**src/rtl/xor_unit.sv**
```systemverilog
// -----------------------------------------------------------------------------
// xor_unit
//   Pipelined bitwise XOR of two equal-width operands with a valid/ready
//   stream on both sides. Each accepted pair yields the XOR result, its
//   reduction parity and an operands-equal flag, STAGES cycles later when the
//   pipeline is not stalled. A running XOR checksum folds in every delivered
//   result.
//
// Parameters
//   WIDTH   operand/result width in bits (1..64)
//   STAGES  register stages from acceptance to result visibility (1..4)
//
// Ports
//   clk        rising-edge clock
//   rst_n      asynchronous active-low reset
//   I1, I2     operands
//   in_valid   operand pair present
//   in_ready   unit accepts an operand pair this cycle
//   O          registered result I1 ^ I2
//   parity     reduction XOR of O
//   match      1 when the operands of this result were equal
//   out_valid  O/parity/match hold a result
//   out_ready  downstream accepts the result
//   acc_clr    synchronous clear of the checksum
//   acc        running XOR of all delivered results
// -----------------------------------------------------------------------------
module xor_unit #(
    parameter int WIDTH  = 1,
    parameter int STAGES = 1
) (
    input  logic             clk,
    input  logic             rst_n,
    input  logic [WIDTH-1:0] I1,
    input  logic [WIDTH-1:0] I2,
    input  logic             in_valid,
    output logic             in_ready,
    output logic [WIDTH-1:0] O,
    output logic             parity,
    output logic             match,
    output logic             out_valid,
    input  logic             out_ready,
    input  logic             acc_clr,
    output logic [WIDTH-1:0] acc
);

    function automatic logic parity_of(input logic [WIDTH-1:0] v);
        return ^v;
    endfunction

    function automatic logic is_zero(input logic [WIDTH-1:0] v);
        return ~|v;
    endfunction

    logic [WIDTH-1:0]  data_q [STAGES];
    logic [WIDTH-1:0]  data_d [STAGES];
    logic [STAGES-1:0] vld_q, vld_d;
    logic [STAGES-1:0] par_q, par_d;
    logic [STAGES-1:0] mat_q, mat_d;
    logic [WIDTH-1:0]  acc_q, acc_d;

    logic             advance;
    logic             deliver;
    logic [WIDTH-1:0] xor_in;

    // The whole pipeline moves as one; a stall only happens when the final
    // stage holds a result nobody takes.
    assign advance  = out_ready || !vld_q[STAGES-1];
    assign deliver  = vld_q[STAGES-1] && out_ready;
    assign in_ready = advance;
    assign xor_in   = I1 ^ I2;

    // Valid bits always shift on advance so bubbles keep their slot, but data,
    // parity and match only move behind a valid bit. That way the last stage
    // keeps showing the most recent result while out_valid is low.
    always_comb begin
        data_d = data_q;
        vld_d  = vld_q;
        par_d  = par_q;
        mat_d  = mat_q;
        if (advance) begin
            // Stage 1: XOR and its derived flags.
            vld_d[0] = in_valid;
            if (in_valid) begin
                data_d[0] = xor_in;
                par_d[0]  = parity_of(xor_in);
                mat_d[0]  = is_zero(xor_in);
            end
            // Stages 2..STAGES: pure transport.
            for (int k = 1; k < STAGES; k++) begin
                vld_d[k] = vld_q[k-1];
                if (vld_q[k-1]) begin
                    data_d[k] = data_q[k-1];
                    par_d[k]  = par_q[k-1];
                    mat_d[k]  = mat_q[k-1];
                end
            end
        end
    end

    // Clear happens before the fold, so a clear on a delivery cycle leaves
    // exactly the delivered value.
    always_comb begin
        acc_d = acc_q;
        if (acc_clr) begin
            acc_d = deliver ? data_q[STAGES-1] : '0;
        end else if (deliver) begin
            acc_d = acc_q ^ data_q[STAGES-1];
        end
    end

    always_ff @(posedge clk or negedge rst_n) begin
        if (!rst_n) begin
            for (int k = 0; k < STAGES; k++) begin
                data_q[k] <= '0;
            end
            vld_q <= '0;
            par_q <= '0;
            mat_q <= '0;
            acc_q <= '0;
        end else begin
            data_q <= data_d;
            vld_q  <= vld_d;
            par_q  <= par_d;
            mat_q  <= mat_d;
            acc_q  <= acc_d;
        end
    end

    assign O         = data_q[STAGES-1];
    assign parity    = par_q[STAGES-1];
    assign match     = mat_q[STAGES-1];
    assign out_valid = vld_q[STAGES-1];
    assign acc       = acc_q;

endmodule

```
**config.mk**
```make
export PLATFORM = sky130hd
export DESIGN_NAME = xor_unit
export DESIGN_NICKNAME = d
export VERILOG_FILES = /design/src/rtl/xor_unit.sv
export SDC_FILE = /design/constraint.sdc
export NUM_CORES = 1
export LEC_CHECK = 0
export CAP_MARGIN = 10
export CORE_AREA = 3 3 40 42
export CTS_CLUSTER_DIAMETER = 200
export DETAILED_ROUTE_END_ITERATION = 10
export DIE_AREA = 0 0 43 45
export PLACE_DENSITY = 0.47
export SYNTH_ARGS = -nofsm -noshare
export SYNTH_HDL_FRONTEND = slang
export SYNTH_SLANG_ARGS = --single-unit
```
**constraint.sdc**
```tcl
create_clock -name clk -period 0.9 [get_ports clk]
set_clock_uncertainty 0.1 [all_clocks]
set_input_delay 0.09 -clock clk [delete_from_list [all_inputs] [get_ports clk]]
set_output_delay 0.09 -clock clk [all_outputs]
set_load 0.1 [all_outputs]
```
# Word-level counts from Yosys, hierarchy flattened
# Cells that the tools add are included.
dict set report totals {
  word_cells 15
  reg_bits 4
  in_bits 7
  out_inout_bits 6
}
dict set report op_classes {
  bitwise 2
  reduce_logical 6
  n_mux 3
}
# operator count
set op_table {}
lappend op_table {{1-bit 2-to-1 mux} 3}
lappend op_table {{1-bit logical NOT} 2}
lappend op_table {{2-bit AND reduction} 1}
lappend op_table {{2-bit nonzero test} 1}
lappend op_table {{1-bit XOR} 2}
lappend op_table {{1-bit logical AND} 1}
lappend op_table {{1-bit logical OR} 1}

# Logic depth before layout (Yosys ltp)
# Gate-level depths: netlist of the first run.
dict set report logic_depth {
  word_depth 3
  mapped_depth 3
  depth_no_buf 3
}

# Least setup slack after synthesis of the first run
# OpenSTA, ideal clock, no wires.
dict set report synth_path {
  kind {register -> register}
  start {reg vld_q (netlist: out_valid)}
  end {reg mat_q (netlist: match)}
  path_stages_with_launch 4
  n_path_buf 0
  setup_time_ns 0.120
  arrival_ns 1.766
  setup_slack_ns -1.085
  required_time_ns 0.680
  synth_period_minus_slack_ns 1.985
  cell_sequence {dfrtp_1 nand2b_4 and3_4 a21o_1}
}
dict set report synth_via {
  elab_chain_len 3
}
# item line_no
set synth_rtl {}
lappend synth_rtl {{from (decl)} 56} ;# logic [STAGES-1:0] vld_q, vld_d;
lappend synth_rtl {{from (signal assigned)} 122} ;# vld_q <= vld_d;
lappend synth_rtl {{1-bit logical NOT} 67} ;# assign advance = out_ready || !vld_q[STAGES-1];
lappend synth_rtl {{1-bit logical OR} 67}
lappend synth_rtl {{named net in_ready} 36} ;# output logic in_ready,
lappend synth_rtl {{2-bit AND reduction (no line)} -}
lappend synth_rtl {{to (signal assigned)} 124} ;# mat_q <= mat_d;
lappend synth_rtl {{to (decl)} 58} ;# logic [STAGES-1:0] mat_q, mat_d;
# The timed path passes the listed nets, and every way through them passes these cells.
# A chain may end at the register's enable or synchronous reset.

# Final worst setup path of the first run
dict set report layout_path {
  start {reg vld_q (netlist: out_valid)}
  end {out out_valid}
}
# item line_no
set layout_rtl {}
lappend layout_rtl {{to (decl)} 40} ;# output logic out_valid,
# No word-level cell between the ends.

==> results of run 1 <==
cells in the mapped netlist (all sizes together):
cell	instances
dfrtp	4
xnor2	2
a21o	1
a21oi	1
and3	1
buf	1
nand2	1
nand2b	1
nand3	1
nor2	1
nor2b	1
or2b	1
worst reg2reg max path: cells and delay by family, from the launching register on:
kind	cells	cell delay, ns
simple gates	2	0.31
buf+inv	1	0.11
flops	1	0.49
sequential cells by signal (all words and copies together), names as in the netlist:
register,flops
acc,1
parity,1
match,1
out_valid,1
kinds of logic after synthesis:
kind of cell,share of synthesized area [%]
flip-flops,53.0
AO/OA/AOI/OAI,6.62
XOR/XNOR,9.27
buffers and inverters,3.97
AND/OR/NAND/NOR,27.1
routing by layer:
layer / global-route usage (%) / part of all wire, %
met5: 0 / 0
met4: 5.42 / 0
met3: 2.39 / 15
met2: 7.19 / 42
met1: 7.54 / 43
metrics by stage:
stage	utilization [%]	power, mW	hold slack, ns
floorplan	-	0.612	-0.306
global placement	31.7	0.803	0.206
detailed placement	31.7	0.808	0.211
CTS	35.2	1.05	-0.0338
global route	35.4	1.08	-0.0146
finish	35.4	1.04	-0.0365
worst max-delay path by stage:
stage | from | to | slack [ns] | depth (start not counted)
2_1_floorplan | out_valid | match | -0.57 | 3
3_3_place_gp | out_ready | match | -0.31 | 4
3_5_place_dp | out_ready | match | -0.32 | 4
4_1_cts | out_valid | out_valid | -0.30 | 2
5_1_grt | out_valid | in_ready | -0.32 | 2
6_report | out_valid | out_valid | -0.30 | 2
layout by cell type, fill, tap and decap left out:
cell type,Yosys,routed
clkdlybuf4s50_1,0,6
nand2b_4,1,1
dfrtp_4,0,3
nor2_2,0,1
a21oi_1,1,1
nand3_1,1,1
a21o_1,1,1
buf_6,0,2
nor2b_4,0,1
dfrtp_2,0,1
and3_4,1,1
buf_12,0,6
nand2_1,1,1
buf_4,1,1
clkbuf_4,0,3
or2b_1,1,1
xnor2_1,2,2
repair_timing:
action | 4_1_cts | 5_1_grt
endpoints found under the hold margin | 4 | 4
pin swaps | 1 | 1
resized for setup | 2 | 1
buffers inserted | 2 | 0
endpoints found under the setup margin | 10 | 10
cell type report:
type | instances | area (um^2)
Fill cell | 126 | 830
Clock buffer | 3 | 22.5
Multi-Input combinational cell | 11 | 91.3
Timing Repair Buffer | 15 | 210
Tap cell | 15 | 18.8
Sequential cell | 4 | 113
where the power goes:
| part | total [mW] | internal, mW | switching [mW] | leakage [nW] |
|---|---|---|---|---|
| Combinational | 0.566 | 0.227 | 0.339 | 0.140 |
| Clock | 0.218 | 0.149 | 0.0691 | 0.0138 |
| Sequential | 0.260 | 0.223 | 0.0366 | 0.0431 |
==> summary.md, run 1 <==
| Metric | Value |
|---|---|
| Outcome | finished with violations |
| Failing checks | negative hold slack, negative setup slack |
| Largest net degree at the start of global routing | 5 |
| # DRC | 0 |
| Critical Path AT | ~1 ns |
| Final min period | about 1.2 ns |
| Cell Rows | 13 |
| Worst R2R Start | out_valid |
| Placed insts | 43 |
| First drt pass iteration count | 4 |
| Reg2reg path depth | 3 |
| Post-DRT Antenna Nets | 0 |
| Leading post-synthesis cells by cell area | dfrtp_1 (53%), xnor2_1 (9.3%), nand2b_4 (7.3%) |
| Clk buf depth | 2 |
| Max transition margin | 87.3% |
| Max cap viols | 0 |
| H-tree Lvls | 1 |
| CTS Root Cell | clkbuf_4 |
| Hold slack | -0.0365 ns |
| Critical Path Sink Type | primary output |
| # diodes | 0 |
| Final wirelength | approximately 490 um |
| Seq cells post-synth | 4 |
| Final TNS setup | -2.09 ns |
| Initial Util | roughly 15% |
| CORE AREA | roughly 1300 um^2 |
| Syn Inst Count | 16 |
| Seq/Total Area, Yosys | 53.0% |
| GRT overflow | 0 |
| Vias in the first global route | 205 |
| Worst Hold Class | in2async |
| Synth unique cells | 12 |
| Class of the most critical setup path | reg2out |
| Fin crit share | 133% |
| DR vias/cell | slightly below 4 |
| Final Instance Area | 455 um^2 |
| Cell family with most CP delay | flip-flops |
| CP cell instances | buf_6, buf_12 |
| Die Y-Extent | between 40 and 50 um |
| Sink Count | 4 |
| Post-Synthesis Cell Area | around 190 um^2 |
| CTS tree | done |
| Share of cells above drive strength 1 | roughly 61% |
| Yosys warnings | 0 |
| Share of the synthesized area in the top cell type | between 50% and 60% |
| Fmax | approximately 840 MHz |
| Setup violators final | 10 |
| Worst Tran Pin Value | about 0.19 ns |
| Drt first-iter violations | 3 |
| Layout Nets | 42 |
| Vias | roughly 190 |
| Gr usage total | approximately 5.8% |
| Worst-path clk slew | 0.04 ns |
| WP data required | between 0.7 and 0.8 ns |
| Clock Latency Late Sink | about 0.23 ns |
| CP max stage delay | 0.49 ns |
| Crit path buf inv count | 2 |
| IO Pins | 13 |
| Num CTS Buffers | 3 |
| Final Hold Viols | 4 |
| Area Overhead vs Synth | 141% |
| VDD IR max | roughly 0.94 mV |
| Initial antenna violation count | 0 |
| Synth area leader | dfrtp_1 |
| Final Max Slew Viols | 0 |
| Syn Area/Cell | 11.8 um^2 |
| R2r setup slk | -0.23 ns |
| Slowest-stage cell, CP | dfrtp_4 |
| CP Max Fanout | 3 |
| Non-filler instance count after layout | 48 |
| Crit start category | flip-flop |
| Global-route wire length before repair | 779 um |
| Worst Slack Setup Final | -0.295 ns |
| Routed len/inst | about 10 um |
| Die area | 1940 um^2 |
| I/O Buffers | 12 |
| Static leakage | roughly 0.2 nW |
| Die span in x | about 43 um |
| RSZ-0062 raised after global routing | true |
| P per Cell Area | 2290 nW/um^2 |
| Final RePlAce weighted congestion | between 0.6 and 0.7 |
| Pre-CTS setup slack | -0.323 ns |
| Post-DP Area | between 400 and 500 um^2 |
| Syn Nets | 23 |
| Worst R2R End | out_valid |
Power figures use the tool's default switching activity.
==> run 2, diff against run 1 <==
SKIP_LAST_GASP = 1   (was not set)
==> results of run 2 <==
Final layout, timing and power as in run 1 (identical DEF).
==> run 3, diff against run 2 <==
CTS_CLUSTER_DIAMETER = not set   (was 200)
==> results of run 3 <==
Final layout, timing and power as in run 1 (identical DEF).
